--- src/rtl/uart_pkg.sv ---
// Shared UART definitions: one-hot FSM encodings, default timing and frame
// constants, and a counter-width helper used by both transmit and receive.
package uart_pkg;

  typedef enum logic [3:0] {
    ST_IDLE  = 4'b0001,
    ST_START = 4'b0010,
    ST_DATA  = 4'b0100,
    ST_STOP  = 4'b1000
  } tx_state_e;

  localparam int BAUD_DIV_DEFAULT   = 163;
  localparam int OVERSAMPLE_DEFAULT = 16;
  localparam int DBIT_DEFAULT       = 8;
  localparam int STOP_BITS_DEFAULT  = 1;

  // A counter for n states still needs one bit when n is 1.
  function automatic int cnt_width(input int n);
    return (n > 1) ? $clog2(n) : 1;
  endfunction

endpackage

--- src/rtl/baud_tick_gen.sv ---
// Free-running divider producing a one-cycle tick every BAUD_DIV clocks;
// i_clear restarts the count so tick phase can be aligned to an event.
module baud_tick_gen
  import uart_pkg::*;
#(
  parameter int BAUD_DIV = BAUD_DIV_DEFAULT
) (
  input  logic i_clk,
  input  logic i_reset,
  input  logic i_clear,
  output logic o_tick
);

  localparam int              CW       = cnt_width(BAUD_DIV);
  localparam logic [CW-1:0]   CNT_LAST = CW'(BAUD_DIV - 1);
  localparam logic [CW-1:0]   CNT_ONE  = CW'(1);

  logic [CW-1:0] r_count;

  // Divider counter, wraps at BAUD_DIV-1.
  always_ff @(posedge i_clk) begin
    if (i_reset || i_clear) begin
      r_count <= '0;
    end else if (r_count == CNT_LAST) begin
      r_count <= '0;
    end else begin
      r_count <= r_count + CNT_ONE;
    end
  end

  assign o_tick = (r_count == CNT_LAST);

endmodule

--- src/rtl/uart_tx_serializer.sv ---
// 8N1 UART transmitter: accepts one byte per write strobe, shifts it out
// LSB first, and flags frame completion and writes dropped while busy.
module uart_tx_serializer
  import uart_pkg::*;
#(
  parameter int BAUD_DIV   = BAUD_DIV_DEFAULT,
  parameter int OVERSAMPLE = OVERSAMPLE_DEFAULT,
  parameter int DBIT       = DBIT_DEFAULT,
  parameter int STOP_BITS  = STOP_BITS_DEFAULT
) (
  input  logic            i_clk,
  input  logic            i_reset,
  input  logic            i_tx_write,
  input  logic [DBIT-1:0] i_tx_bus,
  output logic            o_tx,
  output logic            o_tx_done,
  output logic            o_tx_busy,
  output logic            o_tx_overrun
);

  localparam int            TW        = cnt_width(OVERSAMPLE * STOP_BITS);
  localparam int            BW        = cnt_width(DBIT);
  localparam logic [TW-1:0] TICK_LAST = TW'(OVERSAMPLE - 1);
  localparam logic [TW-1:0] STOP_LAST = TW'(OVERSAMPLE * STOP_BITS - 1);
  localparam logic [TW-1:0] TICK_ONE  = TW'(1);
  localparam logic [BW-1:0] BIT_LAST  = BW'(DBIT - 1);
  localparam logic [BW-1:0] BIT_ONE   = BW'(1);

  tx_state_e       r_state;
  logic [DBIT-1:0] r_shift;
  logic [BW-1:0]   r_bit_idx;
  logic [TW-1:0]   r_tick_cnt;
  logic            r_tx;
  logic            r_done;
  logic            r_busy;
  logic            r_overrun;
  logic            w_tick;
  logic            w_accept;

  // Restarting the divider on accept fixes frame timing relative to the write.
  assign w_accept = i_tx_write && (r_state == ST_IDLE);

  baud_tick_gen #(.BAUD_DIV(BAUD_DIV)) u_baud (
    .i_clk   (i_clk),
    .i_reset (i_reset),
    .i_clear (w_accept),
    .o_tick  (w_tick)
  );

  // Frame sequencer; the line level is registered one state ahead.
  always_ff @(posedge i_clk) begin
    if (i_reset) begin
      r_state    <= ST_IDLE;
      r_shift    <= '0;
      r_bit_idx  <= '0;
      r_tick_cnt <= '0;
      r_tx       <= 1'b1;
      r_done     <= 1'b0;
      r_busy     <= 1'b0;
      r_overrun  <= 1'b0;
    end else begin
      r_done    <= 1'b0;
      r_overrun <= i_tx_write && (r_state != ST_IDLE);
      case (r_state)
        ST_IDLE: begin
          r_tx <= 1'b1;
          if (i_tx_write) begin
            r_shift    <= i_tx_bus;
            r_tick_cnt <= '0;
            r_bit_idx  <= '0;
            r_tx       <= 1'b0;
            r_busy     <= 1'b1;
            r_state    <= ST_START;
          end
        end
        ST_START: begin
          if (w_tick) begin
            if (r_tick_cnt == TICK_LAST) begin
              r_tick_cnt <= '0;
              r_bit_idx  <= '0;
              r_tx       <= r_shift[0];
              r_state    <= ST_DATA;
            end else begin
              r_tick_cnt <= r_tick_cnt + TICK_ONE;
            end
          end
        end
        ST_DATA: begin
          if (w_tick) begin
            if (r_tick_cnt == TICK_LAST) begin
              r_tick_cnt <= '0;
              r_shift    <= {1'b0, r_shift[DBIT-1:1]};
              if (r_bit_idx == BIT_LAST) begin
                r_tx    <= 1'b1;
                r_state <= ST_STOP;
              end else begin
                r_tx      <= r_shift[1];
                r_bit_idx <= r_bit_idx + BIT_ONE;
              end
            end else begin
              r_tick_cnt <= r_tick_cnt + TICK_ONE;
            end
          end
        end
        ST_STOP: begin
          r_tx <= 1'b1;
          if (w_tick) begin
            if (r_tick_cnt == STOP_LAST) begin
              r_tick_cnt <= '0;
              r_done     <= 1'b1;
              r_busy     <= 1'b0;
              r_state    <= ST_IDLE;
            end else begin
              r_tick_cnt <= r_tick_cnt + TICK_ONE;
            end
          end
        end
        default: begin
          r_state <= ST_IDLE;
          r_tx    <= 1'b1;
          r_busy  <= 1'b0;
        end
      endcase
    end
  end

  assign o_tx         = r_tx;
  assign o_tx_done    = r_done;
  assign o_tx_busy    = r_busy;
  assign o_tx_overrun = r_overrun;

endmodule

--- config.mk ---
export PLATFORM = sky130hd
export DESIGN_NAME = uart_tx_serializer
export DESIGN_NICKNAME = d
export VERILOG_FILES = /design/src/rtl/uart_pkg.sv /design/src/rtl/baud_tick_gen.sv /design/src/rtl/uart_tx_serializer.sv
export SDC_FILE = /design/constraint.sdc
export NUM_CORES = 1
export LEC_CHECK = 0
export ABC_AREA = 1
export ABC_CLOCK_PERIOD_IN_PS = 2050
export BUFFER_PORTS_ARGS = -buffer_cell sky130_fd_sc_hd__buf_2
export CORE_MARGIN = 1
export CORE_UTILIZATION = 45
export DETAILED_ROUTE_END_ITERATION = 7
export PLACE_DENSITY = 0.65
export SLEW_MARGIN = 5
export SYNTH_ARGS = -nofsm -noshare
export SYNTH_HDL_FRONTEND = slang
export SYNTH_SLANG_ARGS = --single-unit
export TNS_END_PERCENT = 100
--- constraint.sdc ---
create_clock -name i_clk -period 2.05 [get_ports i_clk]
set_clock_uncertainty 0.2 [all_clocks]
set_input_delay 0.3075 -clock i_clk [delete_from_list [all_inputs] [get_ports i_clk]]
set_output_delay 0.3075 -clock i_clk [all_outputs]
set_load 0.02 [all_outputs]
==> Word level (Yosys, flattened, before mapping) <==
Cells that the tools add are included.
Widths: inputs -> output; s select.
{ "classes": {"add_sub_neg": 3, "eq_ne": 18, "n_mux": 36, "n_bitwise": 3, "reduce_logical": 16} }
{ "op_table": {"columns": ["operator", "count"], "rows": [
  ["$mux 4", 11],
  ["$mux 8", 3],
  ["$mux 3", 6],
  ["$pmux 4 s4", 1],
  ["$pmux 8 s2", 1],
  ["$ne 2x2->1 const B", 6],
  ["$reduce_and 4->1", 3],
  ["$mux 1", 10],
  ["$pmux 3 s3", 1],
  ["$add 8x1->8 const B", 1],
  ["$eq 4x4->1 const B", 2],
  ["$eq 8x8->1 const B", 1],
  ["$ne 2x1->1 const B", 4],
  ["$pmux 4 s2", 1],
  ["$reduce_and 8->1", 1],
  ["$reduce_and 7->1", 1],
  ["$pmux 1 s3", 2],
  ["$reduce_or 3->1", 2],
  ["$add 4x1->4 const B", 1],
  ["$eq 4x1->1 const B", 1],
  ["$eq 4x2->1 const B", 1],
  ["$eq 4x3->1 const B", 1],
  ["$ne 4x1->1 const B", 1],
  ["$reduce_bool 2->1", 2],
  ["8 further kinds", 12]
]} }
{ "word_totals": {"register_bits": 31, "inputBits": 11, "out_inout_bits": 4, "word_cells": 85} }

==> Longest topological paths before layout <==
Gate-level depths: netlist of the first run.
{ "logic_depth": {"ltp_word": 5, "ltp_mapped": 11, "mapped_depth_nobuf": 11} }

==> By module <==
A second synthesis of the first run with hierarchy kept.
{ "unflattened": {"cells_unflattened": 253, "hier_area_um2": 1722.9} }
{ "modules_own_cells": {"columns": ["module", "n_inst", "cells_each", "area_per_inst_um2", "seq_area_each_um2"], "rows": [
  ["uart_tx_serializer", 1, 197, 1301.2, 460.4],
  ["baud_tick_gen", 1, 56, 421.7, 160.2]
]} }

==> Least setup slack after synthesis of the first run <==
OpenSTA, ideal clock, no wires.
{ "synth_path": {"path_kind": "register -> register", "startpoint": "reg u_baud.r_count[0]", "endpoint": "reg r_shift[0]", "setup_ps": 132, "arrival_time_ps": 1291, "required_time_ps": 1718, "path_slack_ps": 426, "path_stages_with_launch": 10, "path_buffers": 0, "synth_period_minus_slack_ps": 1624, "path_cell_list": "dfxtp_1 > inv_1 > ha_1 > nand2_1 > nor2_1 > nand2_1 > o21ai_4 > nand2_2 > nand2_1 > a21oi_1"} }
{ "synth_via": {"elab_chain_len": 3} }
{ "synth_rtl": {"columns": ["item", "line", "rtl"], "rows": [
  ["start: declaration", "baud_tick_gen.sv:18", "logic [CW-1:0] r_count;"],
  ["start signal: assignment", "baud_tick_gen.sv:27", "r_count <= r_count + CNT_ONE;"],
  ["$eq 8x8->1", "baud_tick_gen.sv:31", "assign o_tick = (r_count == CNT_LAST);"],
  ["$ne 2x1->1 (no line)", null, null],
  ["$reduce_and 4->1 (no line)", null, null],
  ["end signal: assignment", "uart_tx_serializer.sv:68", "r_shift <= i_tx_bus;"],
  ["end signal: assignment", "uart_tx_serializer.sv:92", "r_shift <= {1'b0, r_shift[DBIT-1:1]};"],
  ["end: declaration", "uart_tx_serializer.sv:30", "logic [DBIT-1:0] r_shift;"]
]} }
No other way between the ends.
A chain may end at the register's enable or synchronous reset.

==> Worst setup path after layout of the first run <==
{ "layout_path": {"startpoint": "reg u_baud.r_count[0]", "endpoint": "reg r_shift[2]"} }
Same word-level chain as after synthesis.

==> results of run 1 <==
[final cells by class]
class	instances	area, µm²
Clock buffer	8	68.8
Sequential cell	31	621
Fill cell	362	1610
Inverter	24	90.1
Multi-Input combinational cell	169	860
Timing Repair Buffer	16	85.1
Tap cell	46	57.6
[cell usage after synthesis]
| cell type | number |
|---|---|
| ha_1 | 5 |
| nand2_2 | 4 |
| o21ai_0 | 1 |
| clkbuf_1 | 2 |
| nand3_2 | 4 |
| dfxtp_1 | 31 |
| nand3_1 | 20 |
| nand2_4 | 1 |
| buf_4 | 1 |
| a21oi_1 | 16 |
| buf_6 | 2 |
| inv_2 | 5 |
| nor3_1 | 5 |
| o21a_1 | 1 |
| o21ai_1 | 2 |
| xor2_1 | 2 |
| nand4_1 | 5 |
| nor4_1 | 1 |
| nor2_2 | 6 |
| o21ai_4 | 1 |
| or2_0 | 1 |
| a21oi_2 | 1 |
| xnor2_1 | 1 |
| nor2_4 | 1 |
| nor3b_1 | 2 |
| nand2_1 | 64 |
| nor2_1 | 25 |
| inv_1 | 19 |
[per-layer routing]
metal	global-route usage, %	part of all wire, %
met3	6.21	3.9
met4	8.57	2.0
met1	24.9	52
met2	29.3	42
met5	0	0
[flip-flops by register name (all words and copies together), names as in the netlist]
register / count
o_tx_overrun: 1
r_shift: 8
o_tx_done: 1
o_tx_busy: 1
r_bit_idx: 3
o_tx: 1
u_baud.r_count: 8
r_tick_cnt: 4
r_state: 4
[power by group through the flow]
stage | sequential [mW] | clock (mW) | combinational, mW
after CTS | 0.828 | 0.429 | 0.882
after global placement | 0.842 | 0 | 0.876
after floorplan | 0.850 | 0 | 0.715
final | 0.827 | 0.420 | 0.878
after global routing | 0.844 | 0.457 | 1.02
after detailed placement | 0.841 | 0 | 0.878
[metrics by stage]
step / util [%] / hold slack, ns
detailed placement: 50.5 / 0.252
finish: 52.6 / 0.0544
global route: 52.6 / 0.0391
floorplan: - / 0.184
global placement: 50.5 / 0.244
CTS: 52.6 / 0.0470
[logic make-up (layout without fill, tap and decap cells)]
family                     after synthesis  in the layout  share of synthesized area (%)
AOI/OAI and AO/OA                       22             22                           7.94
DFF                                     31             31                           38.6
buffers and inverters                   29             48                           7.94
adders and majority gates                5              5                           3.89
xor gates and xnor gates                 3              3                           1.63
and+or+nand+nor                        139            139                           40.0
[worst max-delay path by stage]
stage / to / cells after the start
floorplan: r_shift[0]$_SDFFE_PP0P_ / 9
finish: r_shift[2]$_SDFFE_PP0P_ / 9
detailed placement: r_shift[3]$_SDFFE_PP0P_ / 9
global route: r_shift[3]$_SDFFE_PP0P_ / 9
global placement: r_shift[2]$_SDFFE_PP0P_ / 9
CTS: r_shift[2]$_SDFFE_PP0P_ / 9
[critical path, stage by stage (launching register included)]
cell and delay, ns:
dfxtp_1 0.35, inv_1 0.06, ha_1 0.14, nand2_1 0.05, nor2_1 0.14, nand2_1 0.20
o21ai_4 0.28, nand2_2 0.17, nand2_1 0.09, a21oi_1 0.06
==> qor.yml, run 1 <==
placed_area_um2: 1710
final_common_cell: "nand2_1"
place_inst: 286
cts_setup_buffers: 0
yosysTopAreaCell: "dfxtp_1"
start_kind: "register"
worst-setup-path-type: "register to register"
final_area_um2: 1780
fmax_mhz: 541
setup_viol: 0
clkPwrFrac_pct: 19.8
drc_errors: 0
min_to: "r_shift[7]$_SDFFE_PP0P_"
hold_class: "input port to register"
worstSetupEndpointType: "register"
comb_power_share_pct: 41.3
grt_pass1_wl_um: 5280
timing.slew.headroom_pct: 77.9
yosys.area.top_type_share_pct: 38.6
place_hpwl_um: 2230
cts_made_buffers: 5
reg2reg_depth: 9
synth_seq_cells: 31
avgSynthCellArea_um2: 7.02
cap_violations: 0
ir_drop_mv: 0.536
synthCells: 229
fin_cells: 294
viasPerCell: 4.81
reg2reg_slack_ns: 0.20
wl_per_cell_um: 10.5
yosysSeqAreaShare_pct: 38.6
setup_slack_ns: 0.200
rsz0062_at_grt: "no"
clk_pin_slew_ns: 0.10
power.switching_uw: 876
cts.sinks: 31
port_buffers: 14
drtIter0Drc: 67
status: "finished, final reports clean"
diodes: 0
critical_path_required_ns: 2.07
drv_slew: 0
cts-htree-levels: 2
startpoint: "u_baud.r_count[0]$_SDFF_PP0_"
first_pass_iters: 4
hold_viol_final: 0
grt_antenna_before_repair: 0
seqPwrFrac_pct: 38.9
worst_skew_pair.late_latency_ns: 0.34
internal-power_mw: 1.25
totalNegativeSetupSlack_ns: 0
most-common-layout-cells: "nand2_1, dfxtp_1, nor2_1, nand3_1, inv_1"
synthTopCellsByArea: "dfxtp_1, nand2_1, nand3_1"
drt-total-wl_um: 3080
grt_overflow: 0
die_area_um2: 3820
worstReg2RegStart: "u_baud.r_count[0]$_SDFF_PP0_"
switching_share_pct: 41.2
powerDensity_nw_per_um2: 1190
layout-drive-gt1-share_pct: 18.5
p_leak_nw: 0.837
place_ws_ns: 0.213
initial_utilization_pct: 47.4
r2r-end: "r_shift[2]$_SDFFE_PP0P_"
cts_resized: 0
grt_max_degree: 15
cts_tree: "done"
synth.net_count: 245
gp_congestion: 0.764
cts_max_path_buffers: 2
die_width_um: 61.8
cp_max_fo: 8
synth_area_um2: 1610
hold_depth: 3
core.rowCount: 21
cts_root_buf: "clkbuf_4"
num-nets-final: 263
drt.antenna.violating_nets: 0
arrival_ns: 1.87
p_total_mw: 2.12
coreArea_um2: 3390
syn_to_final_growth_pct: 10.8
hold_buffers: 0
min_period_over_period_pct: 90.2
tightest_slew_ns: 0.331
synthDistinctLibCells: 28
via_count: 1414
fin_crit_ns: 1.85
die_y_um: 61.8
ios: 15
grt_pass1_vias: 1225
grtUsageTotal_pct: 19.2
hold_start: "i_tx_bus[7]"
yosys_warnings: 0
Power figures use the tool's default switching activity.
==> run 2: changes to the inputs <==
--- a/config.mk
+++ b/config.mk
@@ -8,10 +8,12 @@
 export ABC_AREA = 1
 export ABC_CLOCK_PERIOD_IN_PS = 2050
 export BUFFER_PORTS_ARGS = -buffer_cell sky130_fd_sc_hd__buf_2
+export CELL_PAD_IN_SITES_DETAIL_PLACEMENT = 1
+export CELL_PAD_IN_SITES_GLOBAL_PLACEMENT = 1
 export CORE_MARGIN = 1
-export CORE_UTILIZATION = 45
+export CORE_UTILIZATION = 42
 export DETAILED_ROUTE_END_ITERATION = 7
-export PLACE_DENSITY = 0.65
+export PLACE_DENSITY = 0.8
 export SLEW_MARGIN = 5
 export SYNTH_ARGS = -nofsm -noshare
 export SYNTH_HDL_FRONTEND = slang
==> qor.yml, run 2 (synthesized netlist as in run 1, its figures left out) <==
status: "finished, final reports clean"  # unchanged
drtIter0Drc: 35  # was 67
place_inst: 288  # was 286
grt_pass1_wl_um: 6710  # was 5280 µm
grt_antenna_before_repair: 0  # unchanged
min_period_over_period_pct: 91.6  # was 90.2%
ios: 15  # unchanged
rsz0062_at_grt: "yes"  # was no
reg2reg_depth: 9  # unchanged
cts-htree-levels: 2  # unchanged
placed_area_um2: 1720  # was 1710 µm²
die_area_um2: 4080  # was 3820 µm²
multi_input_area_um2: 865  # was 860 µm²
drc_errors: 0  # unchanged
fin_crit_ns: 1.88  # was 1.85 ns
worstSetupEndpointType: "register"  # unchanged
die_width_um: 63.9  # was 61.8 µm
layout-drive-gt1-share_pct: 20.0  # was 18.5%
cts_root_buf: "clkbuf_8"  # was clkbuf_4
initial_utilization_pct: 43.9  # was 47.4%
hold_viol_final: 0  # unchanged
worstReg2RegStart: "r_tick_cnt[0]$_SDFFE_PP0P_"  # was u_baud.r_count[0]$_SDFF_PP0_
cts_tree: "done"  # unchanged
reg_top3: "r_shift x8, u_baud.r_count x8"  # unchanged
fin_cells: 298  # was 294
grt_max_degree: 15  # unchanged
final_common_cell: "nand2_1"  # unchanged
critPathBufInv: 1  # unchanged
p_total_mw: 2.32  # was 2.12 mW
cap_violations: 0  # unchanged
p_leak_nw: 0.861  # was 0.837 nW
reg2reg_slack_ns: 0.17  # was 0.20 ns
tightest_slew_ns: 0.305  # was 0.331 ns
fillers: 513  # was 362
hold_class: "input port to register"  # unchanged
cpPeakStageDelay_ns: 0.37  # was 0.35 ns
hold_start: "i_tx_bus[7]"  # unchanged
syn_to_final_growth_pct: 14.2  # was 10.8%
min_to: "r_shift[7]$_SDFFE_PP0P_"  # unchanged
port_buffers: 14  # unchanged
cts_max_path_buffers: 2  # unchanged
crit_family: "simple AND/OR/NAND/NOR gates"  # unchanged
r2r-end: "r_bit_idx[0]$_SDFFE_PP0P_"  # was r_shift[2]$_SDFFE_PP0P_
worst_skew_pair.late_latency_ns: 0.29  # was 0.34 ns
core.rowCount: 22  # was 21
grtUsageTotal_pct: 21.5  # was 19.2%
first_pass_iters: 4  # unchanged
final_util_pct: 50.1  # was 52.6%
fmax_mhz: 533  # was 541 MHz
via_count: 1514  # was 1414
totalNegativeSetupSlack_ns: 0  # unchanged
coreArea_um2: 3660  # was 3390 µm²
drv_slew: 0  # unchanged
place_ws_ns: 0.137  # was 0.213 ns
cts_made_buffers: 5  # unchanged
drt-total-wl_um: 3890  # was 3080 µm
worst-setup-path-type: "register to register"  # unchanged
grt_overflow: 0  # unchanged
setup_viol: 0  # unchanged
die_y_um: 63.9  # was 61.8 µm
hold_depth: 3  # unchanged
most-common-layout-cells: "nand2_1, dfxtp_1, nor2_1, nand3_1, inv_1"  # unchanged
ir_drop_mv: 0.543  # was 0.536 mV
setup_slack_ns: 0.173  # was 0.200 ns
viasPerCell: 5.08  # was 4.81
powerDensity_nw_per_um2: 1260  # was 1190 nW/µm²
crit_chain: "ha_1, nand2_1, nor2_1, nand3_1, nand2_2, buf_4, nand3_1, nand2_1, nor2_1"  # was inv_1, ha_1, nand2_1, nor2_1, nand2_1, o21ai_4, nand2_2, nand2_1, a21oi_1
hold_ws_ns: 0.0871  # was 0.0544 ns
arrival_ns: 1.85  # was 1.87 ns
critical_path_required_ns: 2.02  # was 2.07 ns
num-nets-final: 265  # was 263
cpMaxStageDelayCell: "dfxtp_1"  # unchanged
seqCellArea_um2: 621  # unchanged
timing.slew.headroom_pct: 79.6  # was 77.9%
diodes: 0  # unchanged
cp_max_fo: 7  # was 8
drt.antenna.violating_nets: 0  # unchanged
wl_per_cell_um: 13.1  # was 10.5 µm
final_area_um2: 1840  # was 1780 µm²
gp_congestion: 0.838  # was 0.764
place_hpwl_um: 2780  # was 2230 µm
grt_pass1_vias: 1531  # was 1225
cts.sinks: 31  # unchanged
clk_pin_slew_ns: 0.07  # was 0.10 ns
start_kind: "register"  # unchanged
==> run 2: cell count changes in the layout (fill, tap and decap cells not counted), sizes merged <==
cell,change
buf,+2
==> run 2: worst register-to-register path: cells and delay by family (launching register included) <==
family / cells / cell delay (ns)
flip-flops: 1 / 0.37
buffers and inverters: 1 / 0.16
AND/OR/NAND/NOR: 7 / 0.83
adder cells (fa/ha/maj): 1 / 0.21
==> run 2: final cells by class <==
type                       count  area share (%)
tap                           48            3.27
multi-input combinational    169            47.1
timing repair buffer          18            5.45
sequential                    31            33.8
clock buffer                   8            5.45
inverter                      24            4.91
==> run 2: what timing repair did <==
action | in CTS | in global routing
hold endpoints to repair | 0 | 0
resized for setup | 0 | 2
setup endpoints to repair | 0 | 10
hold buffers | 0 | 0
setup buffers | 0 | 2
==> run 2: worst max-delay path by stage <==
stage	to	cells past startpoint	start
6_report	r_bit_idx[0]$_SDFFE_PP0P_	9	r_tick_cnt[0]$_SDFFE_PP0P_
5_1_grt	r_shift[4]$_SDFFE_PP0P_	9	u_baud.r_count[0]$_SDFF_PP0_
4_1_cts	r_shift[5]$_SDFFE_PP0P_	9	u_baud.r_count[0]$_SDFF_PP0_
3_5_place_dp	r_shift[7]$_SDFFE_PP0P_	9	u_baud.r_count[0]$_SDFF_PP0_
3_3_place_gp	r_shift[2]$_SDFFE_PP0P_	9	u_baud.r_count[0]$_SDFF_PP0_
2_1_floorplan	r_shift[0]$_SDFFE_PP0P_	9	u_baud.r_count[0]$_SDFF_PP0_
==> run 2: report_power, final <==
group / internal, mW / switching [mW] / total (mW)
Combinational: 0.343 / 0.613 / 0.956
Sequential: 0.737 / 0.0983 / 0.835
Clock: 0.306 / 0.222 / 0.528
==> run 2: routing by layer <==
| layer | vias up | track usage (%) | routed length (µm) |
|---|---|---|---|
| met3 | 7 | 6.07 | 100 |
| li1 | 776 | - | - |
| met5 | - | 0 | 0 |
| met4 | 0 | 8.81 | 64 |
| met1 | 717 | 23.4 | 1700 |
| met2 | 14 | 38.8 | 2020 |
